<file path="config.mk">
export PLATFORM = sky130hd
export DESIGN_NAME = adder_arbiter
export DESIGN_NICKNAME = d
export VERILOG_FILES = /design/src/rtl/adder_arbiter.sv
export SDC_FILE = /design/constraint.sdc
export NUM_CORES = 1
export LEC_CHECK = 0
export CAP_MARGIN = 20
export CORE_MARGIN = 2
export CORE_UTILIZATION = 39
export CTS_BUF_LIST = sky130_fd_sc_hd__clkbuf_2 sky130_fd_sc_hd__clkbuf_4 sky130_fd_sc_hd__clkbuf_8
export DETAILED_ROUTE_END_ITERATION = 10
export HOLD_SLACK_MARGIN = 0.06
export MAX_ROUTING_LAYER = met4
export PLACE_DENSITY_LB_ADDON = 0.25
export SKIP_LAST_GASP = 1
export SYNTH_ARGS = -nofsm -noshare
export SYNTH_HDL_FRONTEND = slang
export SYNTH_SLANG_ARGS = --single-unit
</file>
<file path="constraint.sdc">
create_clock -name clk -period 1.65 [get_ports clk]
set_clock_uncertainty 0.2 [all_clocks]
set_input_delay 0.33 -clock clk [delete_from_list [all_inputs] [get_ports clk]]
set_output_delay 0.33 -clock clk [all_outputs]
set_load 0.1 [all_outputs]
</file>
<file path="src/rtl/adder_arbiter.sv">
// adder_arbiter: two requesters share one adder; one registered sum at a time.
// Define ADDER_ARB_ROUND_ROBIN_EN for round-robin arbitration; the default is fixed priority to requester 0.
module adder_arbiter #(
  parameter int WIDTH = 4
) (
  input  logic             clk,
  input  logic             rst_n,
  input  logic             req0_valid,
  input  logic [WIDTH-1:0] req0_a,
  input  logic [WIDTH-1:0] req0_b,
  output logic             req0_ready,
  input  logic             req1_valid,
  input  logic [WIDTH-1:0] req1_a,
  input  logic [WIDTH-1:0] req1_b,
  output logic             req1_ready,
  output logic             res_valid,
  input  logic             res_ready,
  output logic [WIDTH:0]   res_sum,
  output logic             res_id
);
`ifdef ADDER_ARB_ROUND_ROBIN_EN
  localparam bit RR = 1'b1;
`else
  localparam bit RR = 1'b0;
`endif
  typedef enum logic {IDLE, HOLD} state_t;
  state_t state, state_nx;
  logic last_grant, gnt1, xfer;
  logic [WIDTH-1:0] op_a, op_b;
  always_ff @(posedge clk or negedge rst_n)
    if (!rst_n) state <= IDLE;
    else        state <= state_nx;
  always_comb
    state_nx = (state == IDLE) ? (xfer ? HOLD : IDLE) : (res_ready ? IDLE : HOLD);
  // A contested grant goes to requester 1 only when round-robin says it is its turn.
  always_comb begin
    gnt1       = req1_valid && (!req0_valid || (RR && !last_grant));
    req0_ready = rst_n && state == IDLE && req0_valid && !gnt1;
    req1_ready = rst_n && state == IDLE && gnt1;
    xfer       = req0_ready || req1_ready;
    res_valid  = state == HOLD;
    op_a       = gnt1 ? req1_a : req0_a;
    op_b       = gnt1 ? req1_b : req0_b;
  end
  always_ff @(posedge clk or negedge rst_n)
    if (!rst_n) begin
      res_sum    <= '0;
      res_id     <= 1'b0;
      last_grant <= 1'b1;
    end else if (xfer) begin
      res_sum    <= {1'b0, op_a} + {1'b0, op_b};
      res_id     <= gnt1;
      last_grant <= gnt1;
    end
endmodule

</file>
Word-level counts from Yosys, hierarchy flattened
Cells that the tools add are included.
{ "classes": {"n_eq_ne": 0, "n_mux": 5, "n_addsub": 1, "bitwise_logic": 1, "reduce_logical": 8, "mul": 0, "n_div": 0, "order_cmp": 0, "n_shift": 0} }
{ "op_table": {"columns": ["operator", "count"], "rows": [
  ["2-to-1 mux 4 bit", 2],
  ["adder 4 x 4 -> 5 bit", 1],
  ["logical AND 1 bit", 5],
  ["2-to-1 mux 1 bit", 3],
  ["logical NOT 1 bit", 2],
  ["logical OR 1 bit", 1],
  ["inverter 1 bit", 1]
]} }
{ "totals": {"romBits": 0, "ram_bits": 0, "regBits": 7, "n_memories": 0, "out_inout_bits": 9, "latchBits": 0} }

Depth between registers and ports, before layout
{ "logic_depth": {"word_depth": 7, "mapped_depth": 9, "mapped_depth_nobuf": 8} }

Worst setup path after synthesis
No wires, ideal clock.
{ "synth_timing": {"path_kind": "reg-to-output", "start": "register state, in the netlist res_valid", "end": "output req0_ready", "t_arrival_ns": 1.831, "n_path_buf": 0, "stages_incl_launch_ff": 3, "path_slack_ns": -0.711, "cell_sequence": "dfrtp_1 -> nor2b_2 -> and2_1"} }
{ "synth_between": {"elab_chain_cells": 4} }
{ "synth_rtl": {"columns": ["item", "line", "text"], "rows": [
  ["start: declaration", "27", "state_t state, state_nx;"],
  ["start signal: assignment", "32", "else state <= state_nx;"],
  ["inverter 1 bit", "38", "req0_ready = rst_n && state == IDLE && req0_valid && !gnt1;"],
  ["logical AND 1 bit (3 in a row)", "38", null],
  ["end: declaration", "11", "output logic req0_ready,"]
]} }
No other way between the ends.

Worst setup path after layout
{ "layout_timing": {"start": "input req0_valid", "end": "register res_sum[4]"} }
{ "layout_between": {"elab_chain_cells": 5} }
{ "layout_rtl": {"columns": ["item", "line", "text"], "rows": [
  ["start: declaration", "8", "input logic req0_valid,"],
  ["parallel branches: the longest is 5 deep, another holds adder 4 x 4 -> 5 bit", null, null],
  ["end signal: assignment", "51", "res_sum <= {1'b0, op_a} + {1'b0, op_b};"],
  ["end: declaration", "18", "output logic [WIDTH:0] res_sum,"]
]} }
Parallel ways; which one is timed is not known.
A chain may end at the register's enable or synchronous reset.

==> impl_results.md <==
* Area growth from synthesis to layout at 118.2%
* Commonest cells post-synth: dfrtp_1, mux2_1, o21ai_1
* Total clock sinks at 7
* Psw at between 600 and 700 µW
* Layout cell share with drive strength beyond 1 at approximately half
* Logic gate share of total power at about 66%
* Slowest stage delay, CP at 0.31 ns
* Fmax at roughly 0.55 GHz
* Worst slew pin tran at around 0.35 ns
* Crit Path Class: in -> reg
* Clock Latency Late Sink at between 0.2 and 0.3 ns
* CP arrival at about 1.8 ns
* Mapped Cells at 52
* First-pass GRT wire length at about 2400 µm
* Buf/Inv on CP at 3
* Ys async rst share at 100.0%
* Initial DRC Count at 7
* Clock slew at reported path FFs at around 0.060 ns
* Core area at approximately 0.0013 mm²
* DR vias at roughly 580
* Status: complete, but fails checks
* Die area at approximately 0.0017 mm²
* Sequential fraction of the synthesis area at between 30% and 40%
* Count of flip-flops with a built-in enable after synthesis at 0
* PD cells at 1154 mW/mm²
* Row cnt at 13
* Internal power at 700.6 µW
* Synth top area share at 32.71%
* HP Class: in -> reg
* Post-synth top flop: dfrtp_1
* Final cell count without fillers at between 100 and 150
* Syn nets at between 70 and 80
* Minimum clock period at roughly 1.8 ns
* Synth Warn # at 0
* Max_cap viols at 0
* Critical Path RT at between 1.5 and 2 ns
* Clock tree buffer depth at 2
* Unrepaired setup endpoints after global routing: true
* Worst Setup Start Kind: input pin
* Finished Cell Area at between 0.001 and 0.0015 mm²
* Die Height at just over 40 µm
* GPL Wtd Cong at slightly below 0.7
* Switching Fraction at between 40% and 50%
* Delay-heaviest family, CP: adder cells
* Synth Register Bits at 7
* Number of top-level pins at 30
* Headroom to the max-slew limit at about three quarters
* Mapped Avg Cell Area at between 10 and 15 µm²
* Placed cell area at 0.001041 mm²
* Top post-synthesis cells by area: dfrtp_1, mux2_1, ha_1
* Final setup vio count at 6
* Routed len/inst at 14.96 µm
* Critical-path top delay cell: mux2_4
* Vias per cell at about 5.2
* Slew Viols, Final at 0
* Placed Cells at 101
* Starting Density at a little over two fifths
* Failing checks: setup timing
* Peak VDD IR at slightly below 0.8 mV
* Final Hold Vio Count at 0
* Cell taking the most area after synthesis: dfrtp_1
* Synthesized cell area at roughly 540 µm²
* Leakage Power at ~0.53 nW
* H-tree levels at 1
* Final Routed Wirelength at 1675 µm
* Hpwl dp at roughly 1100 µm
* Vias in the first global route at about 570
* Die width at 41.06 µm
* Layout Nets at about 120
* Yosys cell types at 24
* Number of diodes at 0
* Initial DRT Pass Iterations at 4
* CP Cell Sequence: buf_6 > nor2b_4 > clkbuf_16 > mux2_4 > ha_4 > inv_2 > fa_2 > nor2b_2 > o21ai_1 > a22oi_1
* Buffers on Ports at 29
* Initial antenna violation count at 0
* Tcrit/Tclk final at 110.2%
* Residual DRC count at 0
* Fin worst setup slack at -0.1678 ns
* Pin count of the biggest net entering global routing at 8
* Clock network fraction of design power at approximately 14%
* Total GRT Usage at 24.59%
* Max FO, Critical Path at 4
* Share of power burned in registers at between 20% and 30%
* CTS Buf Count at 3
* CTS tree: yes
* Root Buffer: clkbuf_4
* Gr ovfl total at 0
* Post-route antenna net violation count at 0
* CP Capture Type: register
-- kinds of logic (layout without fill, tap and decap cells) --
| logic type | count (synthesis) | after routing | share of synthesized area (%) |
|---|---|---|---|
| simple gates | 11 | 11 | 12.38 |
| xor+xnor | 1 | 1 | 1.636 |
| mux | 9 | 9 | 20.33 |
| buf+inv | 6 | 51 | 5.608 |
| fa+ha+maj | 5 | 5 | 13.08 |
| flops | 7 | 7 | 32.71 |
| compound gates | 13 | 13 | 14.25 |
-- power groups by stage --
stage / Combinational [mW] / Clock (mW) / Sequential (mW)
after floorplan: 0.167 / 0 / 0.601
after global placement: 0.826 / 0 / 0.276
after detailed placement: 0.837 / 0 / 0.278
after CTS: 0.867 / 0.176 / 0.275
after global routing: 0.928 / 0.192 / 0.280
final: 0.888 / 0.183 / 0.278
-- per-stage QoR --
step | utilization (%) | hold slack, ns | power [mW] | setup WS, ns | TNS, ns
after floorplan | - | -0.1656 | 0.7674 | -0.2448 | -1.029
after global placement | 81.01 | 0.3381 | 1.102 | -0.7730 | -4.140
after detailed placement | 81.01 | 0.3534 | 1.115 | -0.8076 | -4.330
after CTS | 89.48 | 0.2205 | 1.318 | -0.2059 | -0.7060
after global routing | 90.94 | 0.3240 | 1.400 | -0.2697 | -0.9547
final | 90.94 | 0.3143 | 1.348 | -0.1678 | -0.6248
-- cell usage in the layout (no fill, tap or decap) --
cell / instances
inv_2: 3
dfrtp_1: 6
dfrtp_2: 1
fa_2: 1
mux2_4: 7
a22oi_1: 1
buf_4: 10
o31ai_1: 1
and2_4: 2
buf_6: 2
clkbuf_16: 1
nand2b_1: 1
buf_12: 10
a21boi_1: 1
nor3_1: 1
nand3_2: 1
nor2b_4: 2
o21ai_1: 7
o21ai_2: 1
a21oi_1: 1
dlygate4sd3_1: 1
inv_1: 2
clkbuf_4: 4
clkdlybuf4s50_1: 13
nor2b_2: 1
dlygate4sd2_1: 5
ha_1: 1
ha_4: 3
and3b_1: 1
xor2_1: 1
mux2_1: 2
a21oi_2: 1
nor2_1: 2
-- worst reg2reg max path, delay by kind of cell, from the launching register on --
kind,cells,cell delay [ns]
flip-flops,1,0.43
buffers and inverters,3,0.36
AO/OA/AOI/OAI,2,0.28
AND/OR/NAND/NOR,1,0.13
-- what timing repair did --
action,CTS,global route
hold buffers,1,0
endpoints found under the hold margin,7,0
endpoints found under the setup margin,7,7
pin swaps,10,4
setup buffers,3,2
resized for setup,19,4
gates cloned,1,0
-- flip-flops by register name, summed over array words and instances, names as in the netlist --
| signal | count |
|---|---|
| res_sum | 5 |
| res_id | 1 |
| res_valid | 1 |
-- metal layers --
metal	part of all wire, %	track usage, %	routed length, µm
met1	37	24.17	623
met2	57	42.19	958
met3	2.7	3.804	45
met4	2.8	20.00	47
met5	0	-	0
-- cell type report --
cell class              instances  area (µm²)
repair buffers                 42       506.7
multi-input cells              39       417.9
flip-flops and latches          7       176.4
fillers                        51       116.4
clock buffers                   4       30.03
inverters                       5       18.77
well taps                      15       18.77
-- worst paths after layout --
kind,start,end,slack [ns],depth (start not counted)
max in group asynchronous,rst_n,res_valid,0.42,3
max reg2reg,res_valid,res_sum[3],0.14,6
min in group asynchronous,rst_n,res_id,0.55,3
min,req0_valid,res_id,0.31,4
min reg2reg,res_sum[0],res_sum[0],0.38,1
max,req0_valid,res_sum[4],-0.17,10
Power figures use the tool's default switching activity.
